### src/rtl/btn_cond_pkg.sv
// btn_cond_pkg: FSM states, button indices and priority helper shared by btn_pulse_conditioner.
package btn_cond_pkg;

    typedef enum logic [1:0] {
        ST_IDLE  = 2'd0,
        ST_PULSE = 2'd1,
        ST_GAP   = 2'd2
    } state_t;

    localparam int IDX_B3 = 2;
    localparam int IDX_B2 = 1;
    localparam int IDX_B0 = 0;

    // One-hot of the highest-priority request: btn_3 beats btn_2 beats btn_0
    function automatic logic [2:0] prio_onehot(input logic [2:0] req);
        return req[IDX_B3] ? 3'(1 << IDX_B3) :
               req[IDX_B2] ? 3'(1 << IDX_B2) :
               req[IDX_B0] ? 3'(1 << IDX_B0) : 3'b000;
    endfunction

endpackage

### src/rtl/btn_debounce.sv
// btn_debounce: 2-FF synchroniser, stable-count debouncer and registered press (rising-level) flag.
module btn_debounce #(
    parameter int DEBOUNCE_CYCLES = 2_000_000
) (
    input  logic clk,
    input  logic rst,
    input  logic btn,
    output logic lvl,
    output logic rise
);
    localparam int CW = $clog2(DEBOUNCE_CYCLES + 1);
    localparam logic [CW-1:0] CNT_LAST = CW'(DEBOUNCE_CYCLES - 1);

    logic [1:0]    sync_q, sync_d;
    logic [CW-1:0] cnt_q, cnt_d;
    logic          lvl_q, lvl_d;
    logic          rise_q, rise_d;

    // Count consecutive disagreeing samples; the D-th one commits the new level
    always_comb begin
        sync_d = {sync_q[0], btn};
        lvl_d  = lvl_q;
        cnt_d  = '0;
        if (sync_q[1] != lvl_q) begin
            if (cnt_q == CNT_LAST) lvl_d = sync_q[1];
            else cnt_d = cnt_q + 1'b1;
        end
        rise_d = lvl_d & ~lvl_q;
    end

    // Synchroniser, counter, level and press flag registers
    always_ff @(posedge clk or posedge rst) begin
        if (rst) begin
            sync_q <= '0;
            cnt_q  <= '0;
            lvl_q  <= 1'b0;
            rise_q <= 1'b0;
        end else begin
            sync_q <= sync_d;
            cnt_q  <= cnt_d;
            lvl_q  <= lvl_d;
            rise_q <= rise_d;
        end
    end

    assign lvl  = lvl_q;
    assign rise = rise_q;

endmodule

### src/rtl/btn_pulse_conditioner.sv
// btn_pulse_conditioner: debounced buttons -> one-at-a-time fixed-width pulses; BTN_COND_QUEUE_EN enables pending flags.
module btn_pulse_conditioner
    import btn_cond_pkg::*;
#(
    parameter int DEBOUNCE_CYCLES = 2_000_000,
    parameter int PULSE_CYCLES    = 16,
    parameter int GAP_CYCLES      = 16
) (
    input  logic       clk,
    input  logic       rst,
    input  logic       btn_3,
    input  logic       btn_2,
    input  logic       btn_0,
    output logic       x1,
    output logic       x2,
    output logic       x3,
    output logic [2:0] lvl,
    output logic       busy,
    output logic       overrun
);
    localparam int CNT_MAX = (PULSE_CYCLES > GAP_CYCLES) ? PULSE_CYCLES : GAP_CYCLES;
    localparam int CW = $clog2(CNT_MAX + 1);
    localparam logic [CW-1:0] PULSE_LAST = CW'(PULSE_CYCLES - 1);
    localparam logic [CW-1:0] GAP_LAST   = CW'(GAP_CYCLES - 1);

    logic [2:0]    btn_raw, rise, req, gnt;
    logic          arb;
    state_t        state_q, state_d;
    logic [CW-1:0] cnt_q, cnt_d;
    logic [2:0]    x_q, x_d;
    logic          overrun_q, overrun_d;
`ifdef BTN_COND_QUEUE_EN
    logic [2:0]    pend_q, pend_d;
`endif

    assign btn_raw = {btn_3, btn_2, btn_0};

    for (genvar i = 0; i < 3; i++) begin : g_db
        btn_debounce #(.DEBOUNCE_CYCLES(DEBOUNCE_CYCLES)) u_db (
            .clk  (clk),
            .rst  (rst),
            .btn  (btn_raw[i]),
            .lvl  (lvl[i]),
            .rise (rise[i])
        );
    end

    // Arbiter: grant in IDLE or the last GAP cycle so a waiting press follows after exactly GAP_CYCLES
    always_comb begin
        state_d   = state_q;
        cnt_d     = cnt_q;
        x_d       = x_q;
        arb       = (state_q == ST_IDLE) || (state_q == ST_GAP && cnt_q == GAP_LAST);
`ifdef BTN_COND_QUEUE_EN
        req       = rise | pend_q;
`else
        req       = rise;
`endif
        gnt       = arb ? prio_onehot(req) : 3'b000;
        unique case (state_q)
            ST_PULSE: begin
                if (cnt_q == PULSE_LAST) begin
                    state_d = ST_GAP;
                    cnt_d   = '0;
                    x_d     = '0;
                end else begin
                    cnt_d = cnt_q + 1'b1;
                end
            end
            ST_GAP:   cnt_d = (cnt_q == GAP_LAST) ? cnt_q : cnt_q + 1'b1;
            default:  ;
        endcase
        if (arb) begin
            state_d = (|gnt) ? ST_PULSE : ST_IDLE;
            cnt_d   = '0;
            x_d     = gnt;
        end
`ifdef BTN_COND_QUEUE_EN
        pend_d    = (pend_q | rise) & ~gnt;
        overrun_d = overrun_q | (|(rise & pend_q));
`else
        overrun_d = overrun_q | (|(rise & ~gnt));
`endif
    end

    // State, counter, pulse outputs, pending flags and sticky overrun
    always_ff @(posedge clk or posedge rst) begin
        if (rst) begin
            state_q   <= ST_IDLE;
            cnt_q     <= '0;
            x_q       <= '0;
            overrun_q <= 1'b0;
`ifdef BTN_COND_QUEUE_EN
            pend_q    <= '0;
`endif
        end else begin
            state_q   <= state_d;
            cnt_q     <= cnt_d;
            x_q       <= x_d;
            overrun_q <= overrun_d;
`ifdef BTN_COND_QUEUE_EN
            pend_q    <= pend_d;
`endif
        end
    end

    assign x1      = x_q[IDX_B3];
    assign x2      = x_q[IDX_B2];
    assign x3      = x_q[IDX_B0];
    assign busy    = (state_q != ST_IDLE);
    assign overrun = overrun_q;

endmodule

### config.mk
export PLATFORM = sky130hd
export DESIGN_NAME = btn_pulse_conditioner
export DESIGN_NICKNAME = d
export VERILOG_FILES = /design/src/rtl/btn_cond_pkg.sv /design/src/rtl/btn_debounce.sv /design/src/rtl/btn_pulse_conditioner.sv
export SDC_FILE = /design/constraint.sdc
export NUM_CORES = 1
export LEC_CHECK = 0
export CAP_MARGIN = 20
export CELL_PAD_IN_SITES_DETAIL_PLACEMENT = 0
export CELL_PAD_IN_SITES_GLOBAL_PLACEMENT = 1
export CORE_MARGIN = 5
export CORE_UTILIZATION = 50
export CTS_BUF_LIST = sky130_fd_sc_hd__clkbuf_4 sky130_fd_sc_hd__clkbuf_8 sky130_fd_sc_hd__clkbuf_16
export DETAILED_ROUTE_END_ITERATION = 16
export PLACE_DENSITY = 0.82
export SLEW_MARGIN = 20
export SYNTH_ARGS = -nofsm -noshare
export SYNTH_HDL_FRONTEND = slang
export SYNTH_SLANG_ARGS = --single-unit
### constraint.sdc
create_clock -name clk -period 8.6 [get_ports clk]
set_clock_uncertainty 0.2 [all_clocks]
set_input_delay 2.15 -clock clk [delete_from_list [all_inputs] [get_ports clk]]
set_output_delay 2.15 -clock clk [all_outputs]
set_load 0.005 [all_outputs]
After elaboration in Yosys (flattened, before gate mapping)
Cells that the tools add are included.

Flip-flop bits (word level): 86. Input bits: 5. Output and inout bits: 8. Word-level logic and storage cells: 77.

Add/sub/neg operators: 4. Equality and inequality tests: 10. Multiplexer cells: 27. Bitwise logic cells: 9. Reduce and logical (&&, ||, !) cells: 11.

Operators by type and width (number): two-way mux 21 bit (6); adder 21 x 1 -> 21 bit, second input constant (3); equality test 21 bit, second input constant (3); two-way mux 3 bit (5); two-way mux 5 bit (3); one-hot mux 5 bit (2 select lines) (1); two-way mux 1 bit (8); two-way mux 2 bit (4); nonzero test 2 bit (3); OR reduction 3 bit (2); adder 5 x 1 -> 5 bit, second input constant (1); equality test 5 x 4 -> 1 bit, second input constant (1); AND reduction 2 bit (2); bitwise AND 1 bit (3); bitwise AND 3 bit (1); inequality test 1 bit (3); inequality test 3 bit, second input constant (1); NOT 1 bit (3); NOT 3 bit (1); nonzero test 3 bit (1); equality test 2 x 1 -> 1 bit, second input constant (1); equality test 2 bit, second input constant (1); logical NOT 2 bit (1); logical AND 1 bit (1); 2 further kinds (2).

Depth between registers and ports, before layout
Word-level depth: 8. Gate-level depth with buffers: 6. Depth with buffers taken out: 5.

Modules after synthesis
From an unflattened synthesis, not the netlist that was laid out.

Cells, all modules: 417. Area total of the unflattened synthesis: 4305.4 um^2.

By module, submodules not included: btn_debounce (times used 3, cells an instance 118, area an instance 1232.4 um^2, seq. area each 625.6 um^2); btn_pulse_conditioner (times used 1, cells an instance 63, area an instance 608.1 um^2, seq. area each 275.3 um^2).

Least setup slack after synthesis
OpenSTA, ideal clock, no wires.

Path kind: register to output. Start: reg state_q[0]. End: out busy. Data arrival time: 0.770 ns. Data required time: 6.250 ns. Path slack: 5.480 ns. Cell stages (with the launch flop): 4. Path buffers: 1. Cell sequence: dfrtp_1 > clkbuf_1 > nor2_1 > inv_1.

Longest elaborated chain between the ends: 1.

RTL lines: start, declared (line btn_pulse_conditioner.sv:28) `state_t state_q, state_d;`; start signal, assigned (line btn_pulse_conditioner.sv:97) `state_q <= state_d;`; nonzero test 2 bit (line btn_pulse_conditioner.sv:110) `assign busy = (state_q != ST_IDLE);`; end, declared (line btn_pulse_conditioner.sv:18) `output logic busy,`.

Every way passes these cells.

Final worst setup path
Start: reg state_q[1]. End: out busy.

Same word-level chain as after synthesis.

==> flow_summary.json <==
{
  "status": "completed",
  "yosys.area.top_type": "dfrtp_1",
  "synth_seq_area_share_pct": 51.50,
  "finalHoldViolations": 0,
  "clkTransAtPathRegs_ps": 90,
  "vias": 3027,
  "num-fill-cells": 727,
  "ir_drop_mv": 0.08282,
  "start_util_pct": 51.12,
  "synthArstFlopShare_pct": 100.0,
  "grt_overflow": 0,
  "cts_tree": "yes",
  "die_area_um2": 10290,
  "synth_ff_type": "dfrtp_1",
  "routed_wl_um": 7525,
  "synth.net_count": 433,
  "ant_nets": 0,
  "ctsResizeCount": 0,
  "total_leakage_power_uw": 0.001852,
  "final_layout_size_suffix_gt1_share_pct": 7.373,
  "critPathLaunchType": "flip-flop",
  "tightest_slew_ps": 1059,
  "coreArea_um2": 8175,
  "routedWlPerCell_um": 13.96,
  "fmax_ghz": 0.2490,
  "cts_root_buffer": "clkbuf_8",
  "setup_viol": 0,
  "fp.dieH_um": 101.4,
  "syn_area_per_cell_um2": 9.856,
  "slowest_delay_ps": 660,
  "insertedDiodeCount": 0,
  "place.gp.congestion": 0.7643,
  "route.detailed.drc": 0,
  "worstPathArrival_ps": 1670,
  "clk_path_buf_depth": 2,
  "post-route-period-util_pct": 46.70,
  "powerDensity_nw_per_um2": 158.9,
  "synth_edf_count": 0,
  "syn2layout_area_growth_pct": 9.401,
  "register_area_um2": 2152,
  "rsz0062_at_grt": "no",
  "yosysTopAreaCellShare_pct": 51.50,
  "ys_ff_latch": 86,
  "yosysWarnings": 0,
  "cts_hold_buffers": 0,
  "via_per_inst": 5.616,
  "critPathCaptureType": "output pin",
  "rows": 33,
  "cp_slowest_cell": "dfrtp_1",
  "slew_viol_final": 0,
  "hold_class": "flip-flop to flip-flop",
  "synthesis.instances": 424,
  "fin_crit_ps": 4016,
  "max_cap_viol_count": 0,
  "crit_chain": "nor2_1 > inv_1 > clkdlybuf4s50_1",
  "path_class": "flip-flop to output pin",
  "grt_usage_pct": 16.56,
  "multiInputGateArea_um2": 1898,
  "synth_area_um2": 4179,
  "cts.sinks": 86,
  "layout.nets": 438,
  "ys_types": 44,
  "fp.dieW_um": 101.4,
  "io_buffers": 12,
  "required_ps": 6250,
  "cts_setup_buffers": 0,
  "drt_pre_antenna_iters": 4,
  "cts_max_level": 3,
  "synth_area_leaders": "dfrtp_1 (51%), nor2_1 (4.6%), xnor2_1 (4.0%), nand3_1 (3.8%), xor2_1 (3.8%)",
  "grt_pass1_vias": 2952,
  "p_total_uw": 726.5,
  "numCtsBuffers": 9,
  "place_hpwl_um": 5047,
  "drt_iter0_markers": 122,
  "setup_tns_ps": 0,
  "io_pins": 13,
  "relSlewSlack_pct": 28.62,
  "clock_latency_ps": 350,
  "grt_pass1_wl_um": 13840,
  "cp_max_fo": 18,
  "grt_start_max_net_pins": 87,
  "grt_antenna_before_repair": 0
}
-- flip-flops by register name, indices dropped and copies added (netlist names) --
signal	cells
g_db.u_db.lvl	3
g_db.u_db.cnt_q	63
state_q	2
x_q	3
g_db.u_db.sync_q	6
g_db.u_db.rise	3
overrun	1
cnt_q	5
-- cells in the mapped netlist, types with 11 or more instances --
cell type and instances:
nand2_1 26, o31ai_1 13, nor2_1 51, inv_1 12, nand4_1 11, a21oi_1 28
xor2_1 18, nand3_1 32, or4_1 13, dfrtp_1 86, clkbuf_1 13, or3_1 13
xnor2_1 19, o21ai_0 19
-- per-stage QoR --
stage	instances	hold slack (ps)	instance area (um2)	utilization (%)	setup WS [ps]
after floorplan	424	131.2	4179	-	4028
after global placement	523	135.0	4363	53.37	4804
after detailed placement	523	134.7	4363	53.37	4812
after CTS	539	154.3	4568	55.88	4558
after global routing	539	175.2	4572	55.92	4429
final	539	153.6	4572	55.92	4584
-- power by group --
group          total, uW  internal [uW]  switching, uW
sequential           414            409           4.85
clock                289            144            145
combinational       24.1           7.27           16.9
-- worst paths after layout --
kind	start	end	slack, ps	cells after the start
max in group asynchronous	rst	x_q[0]$_DFFE_PP0P_	5550	3
hold reg to reg	g_db[0].u_db.sync_q[0]$_DFF_PP0_	g_db[0].u_db.sync_q[1]$_DFF_PP0_	150	0
setup reg to reg	g_db[0].u_db.cnt_q[2]$_DFF_PP0_	g_db[0].u_db.cnt_q[7]$_DFF_PP0_	5960	4
min in group asynchronous	rst	g_db[2].u_db.cnt_q[4]$_DFF_PP0_	2090	3
hold / removal	g_db[0].u_db.sync_q[0]$_DFF_PP0_	g_db[0].u_db.sync_q[1]$_DFF_PP0_	150	0
setup / recovery	state_q[1]$_DFFE_PP0P_	busy	4580	3
-- critical path: cells and delay by family, from the launching register on --
kind	cells	cell delay [ps]
buf+inv	2	560
flops	1	660
simple gates	1	110
-- layout make-up --
class	instances	area share [%]
Clock buffer	10	3.010
Clock inverter	6	1.478
Inverter	12	1.013
Multi-Input combinational cell	306	41.52
Sequential cell	86	47.07
Tap cell	105	2.874
Timing Repair Buffer	14	3.038
-- routing by layer --
metal / part of all wire, % / track usage [%]
met1: 52 / 23.32
met2: 45 / 25.75
met3: 2.2 / 2.824
met4: 0.88 / 6.237
met5: 0 / 0
-- layout by cell type, fill, tap and decap left out, types with 8 or more instances in the layout --
cell / n
dfrtp_1: 86
nor2_1: 51
nand3_1: 32
a21oi_1: 28
nand2_1: 26
o21ai_0: 19
xnor2_1: 19
xor2_1: 18
or3_1: 13
o31ai_1: 13
or4_1: 13
clkdlybuf4s50_1: 12
nand4_1: 11
inv_1: 11
clkbuf_8: 10
nor3_1: 8
-- kinds of logic after synthesis --
logic type / share of synthesized area (%)
AND/OR/NAND/NOR: 24.58
multiplexers: 0.8083
buffers and inverters: 3.263
adder cells (fa/ha/maj): 1.198
AO/OA/AOI/OAI: 10.90
XOR/XNOR: 7.754
flip-flops: 51.50
Power figures use the tool's default switching activity.
==> variant 1, RTL diff (config.mk and constraints unchanged) <==
The option `BTN_COND_QUEUE_EN` is turned on by a define.
--- a/src/rtl/btn_pulse_conditioner.sv
+++ b/src/rtl/btn_pulse_conditioner.sv
@@ -1,4 +1,6 @@
 // btn_pulse_conditioner: debounced buttons -> one-at-a-time fixed-width pulses; BTN_COND_QUEUE_EN enables pending flags.
+`define BTN_COND_QUEUE_EN
+
 module btn_pulse_conditioner
     import btn_cond_pkg::*;
 #(
Behaviour: same outputs for any inputs over 10 cycles, from zero or initial values and one cycle with rst high; that may be too few to reach the edited logic, so the function may still have changed.
==> variant 1 against the original RTL <==
Design area increased by 1.9%; clock power decreased by 2%; critical path depth unchanged; worst setup slack improved by 0.018 ns; sequential share of layout area increased by 0.74 points; power increased by 1.3%; count of clock-buffer cells in the layout decreased by 1; sequential cell count increased by 3; worst hold slack improved by 0.0094 ns; routed wire length increased by 2.8%; core utilization increased by 0.49 points; area after synthesis increased by 2.3%; global-route usage decreased by 0.52 points; critical path type unchanged; largest cell class unchanged; highest routed layer unchanged.
==> variant 1: results <==
metrics = {
    "setup_path": {
        "ff2ff_setup_slack_ns": 6.01,
        "cp.arrival_ns": 1.65,
        "path_max_fanout": 15,
        "critPathMaxStageDelay_ns": 0.61,
    },
    "synth": {
        "synthArstFlopShare_pct": 100,
        "yosys-top-cells-area": "dfrtp_1 52%, xor2_1 5.3%, nor2_1 4.6%, nand3_1 3.4%, a21oi_1 3.2%",
        "syn_nets": 447,
        "synthDistinctLibCells": 45,
        "synthTopCellsByCount": "89 x dfrtp_1, 52 x nor2_1, 33 x nand2_1",
        "yosysSeqAreaShare_pct": 52.1,
    },
    "global_routing": {
        "grt_max_degree": 90,
        "track_usage_pct": 16.0,
        "grt_pass1_vias": 2973,
        "grt_pass1_wl_um": 13500,
    },
    "cts": {
        "h-tree-depth": 3,
    },
    "finish": {
        "finalNetCount": 452,
        "drive_gt1_share_pct": 6.49,
        "final.fill_count": 732,
    },
    "drt": {
        "vias": 3116,
        "drt_iter0_markers": 99,
    },
    "placed_design": {
        "dp_hpwl_um": 5250,
        "gp_congestion": 0.740,
    },
    "power": {
        "p_leak_nw": 1.90,
        "switching_power_uw": 172,
        "ir_drop_mv": 0.102,
    },
    "run_status": {
        "outcome": "completed",
    },
    "sta": {
        "slew_headroom_pct": 48.4,
    },
}
[variant 1: cell types whose count changed in the layout (fill, tap and decap cells not counted), sizes merged, moves of 4 or more]
| cell | delta |
|---|---|
| nand4 | +9 |
| and2 | +6 |
| nand2 | +7 |
| xor2 | +8 |
| xnor2 | -7 |
| inv | -4 |
| or4 | -4 |
[variant 1: stage by stage]
stage	setup slack, ns	instances	area, µm²	hold WS [ns]	util [%]
after CTS	4.58	552	4650	0.162	56.4
after floorplan	3.94	438	4270	0.131	-
after global placement	4.78	537	4460	0.137	54.0
after detailed placement	4.77	537	4460	0.141	54.0
final	4.60	552	4660	0.163	56.4
after global routing	4.47	552	4660	0.171	56.4
[variant 1: power groups by stage]
stage               clock network [mW]  registers, mW  logic (mW)
floorplan                            0          0.435      0.0185
global placement                     0          0.436      0.0263
detailed placement                   0          0.436      0.0264
CTS                              0.293          0.427      0.0265
global route                     0.312          0.428      0.0300
finish                           0.283          0.427      0.0256
[variant 1: area by class of cell]
cell class                      instances  share of cell area, %
Sequential cell                        89                   47.8
Multi-Input combinational cell        319                   41.3
Timing Repair Buffer                   15                   3.14
Tap cell                              105                   2.82
Clock buffer                            9                   2.66
Clock inverter                          6                   1.48
Inverter                                9                  0.752
[variant 1: worst reg2reg max path: stages, from the launching register on]
cell	delay, ns
dfrtp_1	0.43
and4_1	0.55
nand3_1	0.25
o31ai_2	0.67
buf_4	0.31
nor2_1	0.07
[variant 1: worst paths after layout]
| check | start | to | cells after the start |
|---|---|---|---|
| worst max-delay path | state_q[0] | busy | 3 |
| max in group asynchronous | rst | g_db[1].u_db.cnt_q[12] | 3 |
| worst min register to register | g_db[1].u_db.sync_q[0] | g_db[1].u_db.sync_q[1] | 0 |
| worst min-delay path | g_db[1].u_db.sync_q[0] | g_db[1].u_db.sync_q[1] | 0 |
| min in group asynchronous | rst | g_db[0].u_db.rise | 3 |
| worst max register to register | g_db[0].u_db.cnt_q[2] | g_db[0].u_db.cnt_q[14] | 5 |
[variant 1: cells by family (layout without fill, tap and decap cells)]
| logic type | count (synthesis) | after routing | share of synthesized area [%] |
|---|---|---|---|
| AOI/OAI and AO/OA | 65 | 65 | 8.96 |
| buffers and inverters | 30 | 39 | 3.07 |
| DFF | 89 | 89 | 52.1 |
| adders and majority gates | 5 | 5 | 1.41 |
| and+or+nand+nor | 207 | 207 | 25.6 |
| xor gates and xnor gates | 38 | 38 | 7.79 |
| muxes | 4 | 4 | 1.02 |
[variant 1: routing by layer]
layer | vias to the layer above | GRT usage [%] | wire length (µm) | part of all wire [%]
li1 | 1571 | - | - | -
met1 | 1501 | 21.6 | 3810 | 49
met2 | 36 | 25.7 | 3620 | 47
met3 | 8 | 2.94 | 187 | 2.4
met4 | 0 | 6.36 | 108 | 1.4
met5 | - | 0 | 0 | 0
==> variant 2, RTL diff (config.mk and constraints unchanged) <==
Made on the original files. Put a register stage on the outputs `x1`, `x2`, `x3` and `busy`, without a reset. The values now appear one clock later. The other outputs are not delayed to match.
--- a/src/rtl/btn_pulse_conditioner.sv
+++ b/src/rtl/btn_pulse_conditioner.sv
@@ -104,10 +104,12 @@
         end
     end
 
-    assign x1      = x_q[IDX_B3];
-    assign x2      = x_q[IDX_B2];
-    assign x3      = x_q[IDX_B0];
-    assign busy    = (state_q != ST_IDLE);
+    always_ff @(posedge clk) begin
+        x1   <= x_q[IDX_B3];
+        x2   <= x_q[IDX_B2];
+        x3   <= x_q[IDX_B0];
+        busy <= (state_q != ST_IDLE);
+    end
     assign overrun = overrun_q;
 
 endmodule
Behaviour: no difference found for any inputs over 10 cycles, from zero or initial values and one cycle with rst high; that may be too few to reach the edited logic, so the function may still have changed.
==> variant 2 against the original RTL <==
Design area grew 1.5%; clock power grew 21%; worst setup slack gained 0.37 ns; register-to-register slack gained 0.11 ns; sequential cell count grew 4; sequential share of layout area grew 1.0 points; core utilization grew 0.57 points; routed wire length grew 0.58%; combinational power is essentially flat; sequential power grew 4%; cell count grew 1.1%; power grew 11%; area after synthesis grew 0.81%; largest cell class unchanged.
==> variant 2: results <==
metrics = {
    "setup_path": {
        "reg2reg_depth": 5,
        "path_delay_family": "buffers and inverters",
        "ff2ff_setup_slack_ns": 6.07,
        "r2r_end": "g_db[0].u_db.cnt_q[10]",
        "startpoint": "g_db[1].u_db.lvl",
        "critPathMaxStageDelay_ns": 0.53,
        "cp.arrival_ns": 1.30,
        "worst_path_max_delay_cell": "clkdlybuf4s50_1",
        "worstSetupEndpoint": "lvl[1]",
        "path_max_fanout": 4,
    },
    "sta": {
        "slew_headroom_pct": 49.0,
    },
    "drt": {
        "drt_iter0_markers": 92,
        "drt-wirelength-per-cell_um": 13.9,
        "vias_per_cell": 5.56,
    },
    "cts": {
        "numCtsBuffers": 9,
        "clkTransAtPathRegs_ns": 0.08,
        "clk_latency_ns": 0.35,
    },
    "placed_design": {
        "dp_hpwl_um": 5000,
        "gp_congestion": 0.755,
    },
    "synth": {
        "yosys_warnings": 0,
        "synthTopCellsByCount": "86 x dfrtp_1, 47 x nor2_1, 31 x a21oi_1",
        "synthDistinctLibCells": 47,
        "synthArstFlopShare_pct": 95.6,
        "yosysSeqAreaShare_pct": 53.0,
        "yosys-top-cells-area": "dfrtp_1 51%, nor2_1 4.2%, xor2_1 4.0%, a21oi_1 3.7%, xnor2_1 3.5%",
    },
    "global_routing": {
        "track_usage_pct": 16.4,
        "grt_max_degree": 87,
        "grt_pass1_vias": 3005,
        "grt_pass1_wl_um": 13700,
    },
    "power": {
        "ir_drop_mv": 0.0816,
        "p_leak_nw": 1.88,
    },
    "min_path": {
        "hold_path_class": "register to register",
    },
    "run_status": {
        "outcome": "completed",
    },
    "finish": {
        "final.fill_count": 768,
        "diodes": 0,
        "drive_gt1_share_pct": 7.27,
        "finalNetCount": 444,
    },
}
==> variant 2: worst min-delay path by stage <==
| stage | startpoint | to | slack (ns) | cells past startpoint |
|---|---|---|---|---|
| 2_1_floorplan | g_db[0].u_db.sync_q[0] | g_db[0].u_db.sync_q[1] | 0.13 | 0 |
| 3_3_place_gp | g_db[1].u_db.sync_q[0] | g_db[1].u_db.sync_q[1] | 0.15 | 0 |
| 3_5_place_dp | g_db[1].u_db.sync_q[0] | g_db[1].u_db.sync_q[1] | 0.16 | 0 |
| 5_1_grt | g_db[2].u_db.sync_q[0] | g_db[2].u_db.sync_q[1] | 0.19 | 0 |
| 4_1_cts | g_db[1].u_db.sync_q[0] | g_db[1].u_db.sync_q[1] | 0.18 | 0 |
| 6_report | g_db[1].u_db.sync_q[0] | g_db[1].u_db.sync_q[1] | 0.18 | 0 |
==> variant 2: cell families (layout without fill, tap and decap cells) <==
| family | Yosys count | count (layout) | share of synthesized area (%) |
|---|---|---|---|
| buffers and inverters | 35 | 45 | 3.53 |
| and+or+nand+nor | 189 | 189 | 24.0 |
| adders and majority gates | 4 | 4 | 1.19 |
| xor gates and xnor gates | 36 | 36 | 7.48 |
| muxes | 3 | 3 | 0.891 |
| AOI/OAI and AO/OA | 73 | 73 | 9.92 |
| DFF | 90 | 90 | 53.0 |
==> variant 2: cell type report <==
type	count	area, µm²	area share, %
Clock buffer	12	146	3.15
Clock inverter	4	98.8	2.13
Inverter	15	57.6	1.24
Multi-Input combinational cell	305	1840	39.6
Sequential cell	90	2230	48.1
Tap cell	105	131	2.83
Timing Repair Buffer	14	139	2.99
==> variant 2: where the power goes <==
part / switching (mW) / total [mW] / internal, mW / leakage, nW
logic: 0.0168 / 0.0241 / 0.00734 / 0.542
clock network: 0.146 / 0.350 / 0.204 / 0.125
registers: 0.00469 / 0.432 / 0.427 / 1.21
total: 0.167 / 0.806 / 0.639 / 1.88
==> variant 2: metrics by stage <==
step           worst slack (ns)  area (µm²)  std cells
2_1_floorplan              4.03        4210        430
3_3_place_gp               4.82        4390        529
3_5_place_dp               4.80        4390        529
4_1_cts                    4.91        4640        545
5_1_grt                    4.89        4640        545
6_report                   4.95        4640        545
==> variant 2: per-layer routing <==
layer,up-vias,wire length (µm),part of all wire (%),GRT usage (%)
met5,-,0,0,0
met4,0,101,1.3,6.34
met2,37,3470,46,26.0
met1,1458,3820,50,22.9
li1,1526,-,-,-
met3,8,185,2.4,2.48
